--- src/rtl/stream_minmax.sv ---
// stream_minmax
//
// Streaming min/max/count reducer. It accepts unsigned samples one per cycle
// on an input valid/ready stream and tracks the running minimum, maximum and
// sample count of a frame. A frame ends on a sample flagged in_last. The
// frame result is then held on an output valid/ready stream until the
// consumer takes it.
//
// Handshake: a transfer happens on a rising clk edge where valid && ready.
// The producer holds data stable while valid is high. in_ready depends only
// on the FSM state, never combinationally on out_ready or in_valid.
//
// Ports:
//   clk        rising-edge clock
//   rst        synchronous, active-high reset
//   in_valid   in_data/in_last valid this cycle
//   in_ready   block can accept a sample this cycle
//   in_data    sample value (unsigned, WIDTH bits)
//   in_last    sample is the final sample of the current frame
//   out_valid  frame result valid; held until accepted
//   out_ready  consumer accepts the result this cycle
//   out_min    smallest sample of the frame
//   out_max    largest sample of the frame
//   out_count  number of samples in the frame, saturating at 2^CNT_W-1
module stream_minmax #(
   parameter int WIDTH = 8,
   parameter int CNT_W = 8
) (
   input  logic             clk,
   input  logic             rst,
   input  logic             in_valid,
   output logic             in_ready,
   input  logic [WIDTH-1:0] in_data,
   input  logic             in_last,
   output logic             out_valid,
   input  logic             out_ready,
   output logic [WIDTH-1:0] out_min,
   output logic [WIDTH-1:0] out_max,
   output logic [CNT_W-1:0] out_count
);

   // EMPTY: no sample of the current frame yet
   // ACC  : at least one sample accumulated
   // DONE : result held, waiting for the consumer
   typedef enum logic [1:0] {
      EMPTY = 2'd0,
      ACC   = 2'd1,
      DONE  = 2'd2
   } state_t;

   state_t state;
   state_t state_next;

   logic [WIDTH-1:0] min_q;
   logic [WIDTH-1:0] max_q;
   logic [CNT_W-1:0] count_q;

   logic in_fire;
   logic out_fire;

   assign in_fire  = in_valid && in_ready;
   assign out_fire = out_valid && out_ready;

   // Next-state and handshake outputs
   always_comb begin
      state_next = state;
      in_ready   = 1'b0;
      out_valid  = 1'b0;
      case (state)
         EMPTY: begin
            in_ready = 1'b1;
            if (in_valid) begin
               state_next = in_last ? DONE : ACC;
            end
         end
         ACC: begin
            in_ready = 1'b1;
            if (in_valid && in_last) begin
               state_next = DONE;
            end
         end
         DONE: begin
            out_valid = 1'b1;
            if (out_ready) begin
               state_next = EMPTY;
            end
         end
         default: begin
            state_next = EMPTY;
         end
      endcase
   end

   always_ff @(posedge clk) begin
      if (rst) begin
         state <= EMPTY;
      end else begin
         state <= state_next;
      end
   end

   // Result registers. They are left untouched when the result is consumed;
   // the next frame's first sample reloads them.
   always_ff @(posedge clk) begin
      if (rst) begin
         min_q   <= '0;
         max_q   <= '0;
         count_q <= '0;
      end else if (in_fire) begin
         if (state == EMPTY) begin
            min_q   <= in_data;
            max_q   <= in_data;
            count_q <= CNT_W'(1);
         end else begin
            // Strict compares: on a tie the held value stays.
            if (in_data < min_q) begin
               min_q <= in_data;
            end
            if (in_data > max_q) begin
               max_q <= in_data;
            end
            // Count sticks at all-ones; min/max keep tracking.
            if (count_q != '1) begin
               count_q <= count_q + CNT_W'(1);
            end
         end
      end
   end

   // out_fire only drives the FSM; kept as a named net for checker binding.
   logic unused_out_fire;
   assign unused_out_fire = out_fire;

   assign out_min   = min_q;
   assign out_max   = max_q;
   assign out_count = count_q;

endmodule

--- config.mk ---
export PLATFORM = sky130hd
export DESIGN_NAME = stream_minmax
export DESIGN_NICKNAME = d
export VERILOG_FILES = /design/src/rtl/stream_minmax.sv
export SDC_FILE = /design/constraint.sdc
export NUM_CORES = 1
export LEC_CHECK = 0
export BUFFER_PORTS_ARGS = -buffer_cell sky130_fd_sc_hd__buf_2
export CORE_ASPECT_RATIO = 1.1
export CORE_MARGIN = 8
export CORE_UTILIZATION = 36
export DETAILED_ROUTE_END_ITERATION = 10
export GPL_TIMING_DRIVEN = 0
export SLEW_MARGIN = 20
export SYNTH_ARGS = -nofsm -noshare
export SYNTH_HDL_FRONTEND = slang
export SYNTH_SLANG_ARGS = --single-unit
--- constraint.sdc ---
create_clock -name clk -period 2.2 [get_ports clk]
set_clock_uncertainty 0.1 [all_clocks]
set_input_delay 0.33 -clock clk [delete_from_list [all_inputs] [get_ports clk]]
set_output_delay 0.33 -clock clk [all_outputs]
set_load 0.01 [all_outputs]
==> summary.md <==
The static leakage power came out at 0.8566 nW. The detailed router finished its first iteration with 46 violations. Overall track demand over capacity in global routing: 10.44%. The flow ran to the end, and the final reports show no timing, DRC or antenna violations. CTS placed an instance of sky130_fd_sc_hd__clkbuf_8 at the clock tree root. The first-pass detailed-route iteration total was 4.

For the total count of hold-check failures in the final report, the log shows 0. In this run the worst setup path terminates at out_min[7]$_SDFFE_PP0P_. The worst setup timing slack at the placement stage is 50.34 ps, and the number of cell instances on the worst register-to-register path is 8.

The layout-stage area growth over the synthesis result is 20.35%. Once the floorplan was initialized, standard cells occupied 37.88% of the core. Kind of critical path: reg -> reg. For the sequential cell area fraction in the yosys report, the log shows 34.41%. TritonCTS created 3 clock buffers. The largest vdd supply drop is 0.2060 mV. The global-route wire length before repair came out at 5740 um.

Row generation in the floorplan step produced 24 rows. Dividing the final minimum period by the clock period gives 93.11%. Once routing completed, OpenROAD measured the worst setup slack at 151.7 ps.

Setup repair after global routing left no endpoint under its margin. The die footprint was 6534 um2. Wires add up to 3427 um. The congestion estimate from routability-driven global placement came to 0.7643. The logs give 2776 um for the total half-perimeter wirelength after legalization and detailed placement and 3994 um2 for the floorplan core area. The die is 77.81 um wide. The detailed router placed 1243 vias in this run. The mapped netlist covers 1513 um2. For the total number of nets in the final design, the log shows 239.

STA classifies the critical path endpoint as a flop. The average wire per standard cell is 13.13 um. The tools report the launch point of the worst reg-to-reg path as out_min[7]$_SDFFE_PP0P_. The startpoint identified for the worst hold timing path is in_last. For the sum of negative setup slack, the log shows 0 ps. Synthesis produced a netlist whose cell count is 168. The final count of pins violating max slew is 0. In this run the remaining antenna-violating nets after routing total 0. Counting the fill cells in the layout gives 411. The most common cell after layout, fill and taps aside is sky130_fd_sc_hd__buf_2.

Die extent in y: 83.99 um. Setup slack on the worst reg-to-reg path comes out at 150 ps. For the utilization of the core after routing, the log shows 45.58%. In this run, distinct cell masters in the synthesized netlist total 31. The count of antenna diodes in the layout is 0, and the footprint of the multi-input gates is 890.9 um2. The run gives 0.4882 GHz as the maximum achievable frequency. The count of buffers added on input and output ports is 37.

For this design the top-level I/O count stands at 39. The clock passes through at most 2 buffers. The logs give 0 for the count of yosys warnings during synthesis and 65.88% for the worst-case headroom to the max-slew limit. The worst hold path belongs to the class in -> reg. Sorting the synthesized cells by area gives the leading types as sky130_fd_sc_hd__dfxtp_1, sky130_fd_sc_hd__ha_1, sky130_fd_sc_hd__nand2b_1. Data on the critical path arrives at its endpoint at 2150 ps. STA puts the critical path data required time at 2300 ps.

The top cell type by area accounts for 34.41% of the synthesized area. In this run the worst setup path begins at out_min[7]$_SDFFE_PP0P_. The via count of the first global-routing pass was 1287; the clock-pin transition on the worst setup and hold timing paths was 100 ps. Startpoint class of the critical path: a flop.

Max-cap violations in this run came to 0. The synthesized design contains 26 register bits. In the layout the commonest cells are sky130_fd_sc_hd__buf_2, sky130_fd_sc_hd__nand2b_1, sky130_fd_sc_hd__dfxtp_1, sky130_fd_sc_hd__inv_1. The cell area after layout came out at 1821 um2.

For the finished layout, the period the worst path requires is 2048 ps. The endpoint of the worst register-to-register path was out_min[7]$_SDFFE_PP0P_. The total power divided by cell area is 584.9 nW/um2. The routed via count divided by cell count came out at 4.762. For the worst-skew pair, the clock arrives at the later sink with an insertion delay of 270 ps. For this design, the sink count on the clock tree is 26. The placed instances occupy a cell area of 1763 um2. Dividing the synthesized area by the synthesized cell count gives 9.004 um2.

Of the cells placed in the final design, the portion with a size suffix greater than 1 is 22.97%. The global-route congestion overflow total is 0. Entering global routing, the biggest net connects 15 pins. The transition time at the pin with the least slew margin was 510.7 ps. The tools report the H-tree depth as 1. sky130_fd_sc_hd__dfxtp_1 takes more of the synthesized area than any other cell. Setup violations remaining at the end of the flow were counted as 0.

TritonCTS built the clock tree. The total nets after synthesis is 197, and the total area of sequential cells is 523.0 um2. The initial antenna violation count was 0.

The post-CTS setup-driven buffer insertion count is 0, and the maximum fanout encountered on the critical timing path is 5. In the routed design, unresolved DRC markers number 0.
Yosys cell counts:
cell type	number
sky130_fd_sc_hd__a2111oi_0	1
sky130_fd_sc_hd__a211oi_1	2
sky130_fd_sc_hd__a21o_1	3
sky130_fd_sc_hd__a21oi_1	3
sky130_fd_sc_hd__a21oi_2	1
sky130_fd_sc_hd__a221o_1	1
sky130_fd_sc_hd__a22oi_1	1
sky130_fd_sc_hd__a311oi_1	1
sky130_fd_sc_hd__a31oi_1	2
sky130_fd_sc_hd__and3_1	2
sky130_fd_sc_hd__and4_1	2
sky130_fd_sc_hd__buf_2	3
sky130_fd_sc_hd__buf_4	1
sky130_fd_sc_hd__clkbuf_1	3
sky130_fd_sc_hd__dfxtp_1	26
sky130_fd_sc_hd__ha_1	16
sky130_fd_sc_hd__inv_1	18
sky130_fd_sc_hd__mux2i_1	16
sky130_fd_sc_hd__nand2_1	3
sky130_fd_sc_hd__nand2b_1	27
sky130_fd_sc_hd__nand3_1	4
sky130_fd_sc_hd__nand4_1	3
sky130_fd_sc_hd__nor2_1	10
sky130_fd_sc_hd__nor2b_1	3
sky130_fd_sc_hd__o2111ai_1	1
sky130_fd_sc_hd__o21a_1	3
sky130_fd_sc_hd__o21ai_0	3
sky130_fd_sc_hd__o21ai_1	2
sky130_fd_sc_hd__o21bai_1	1
sky130_fd_sc_hd__o31a_1	1
sky130_fd_sc_hd__xor2_1	5
worst min path at each step:
stage          slack, ps                     to  cells after the start
6_report             180  state[0]$_SDFFE_PP0P_                      2
3_3_place_gp         360  state[0]$_SDFFE_PP0P_                      1
2_1_floorplan        340  state[0]$_SDFFE_PP0P_                      1
3_5_place_dp         370  state[0]$_SDFFE_PP0P_                      1
4_1_cts              190  state[0]$_SDFFE_PP0P_                      2
5_1_grt              190  state[0]$_SDFFE_PP0P_                      2
cell type report:
cell class	instances	share of cell area [%]
buffer	7	1.856
tap	52	3.574
clock buffer	4	3.024
sequential	26	28.73
inverter	18	3.711
multi-input combinational	117	48.93
timing repair buffer	37	10.17
power breakdown:
group | switching [W] | total (W) | internal, W
combinational | 0.000121 | 0.000226 | 0.000105
sequential | 0.0000198 | 0.000518 | 0.000498
clock | 0.000160 | 0.000321 | 0.000160
sequential cells by signal, summed over array words and instances, names as in the netlist:
| register | flops |
|---|---|
| out_count | 8 |
| state | 2 |
| out_max | 8 |
| out_min | 8 |
critical path, cell delays in order (launching register included):
cell	delay [ps]
sky130_fd_sc_hd__dfxtp_2	350
sky130_fd_sc_hd__inv_1	40
sky130_fd_sc_hd__ha_1	280
sky130_fd_sc_hd__and3_1	210
sky130_fd_sc_hd__a221o_1	370
sky130_fd_sc_hd__a21oi_2	160
sky130_fd_sc_hd__o21a_1	130
sky130_fd_sc_hd__buf_4	160
sky130_fd_sc_hd__mux2i_1	180
metrics by stage:
step	hold slack, ps	total power [W]	instances
2_1_floorplan	335.9	0.0006765	168
3_3_place_gp	361.9	0.0007570	257
3_5_place_dp	374.8	0.0007585	257
4_1_cts	189.6	0.001077	261
5_1_grt	191.9	0.001127	261
6_report	181.1	0.001065	261
cells by family after synthesis:
logic type / after synthesis / share of synthesized area (%)
compound gates: 26 / 11.99
fa+ha+maj: 16 / 13.23
simple gates: 54 / 20.18
flops: 26 / 34.41
xor+xnor: 5 / 2.895
buf+inv: 25 / 6.699
mux: 16 / 10.59
timing repair:
item,CTS,global route
setup endpoints to repair,0,1
resized for setup,0,2
hold buffers,0,0
per-layer routing:
metal / global-route usage [%] / vias to the layer above / part of all wire [%]
met3: 3.664 / 2 / 6.2
met1: 12.21 / 562 / 47
met2: 17.19 / 24 / 46
met5: 0 / - / 0
met4: 3.265 / 0 / 0.70
li1: - / 655 / -
Power figures use the tool's default switching activity.
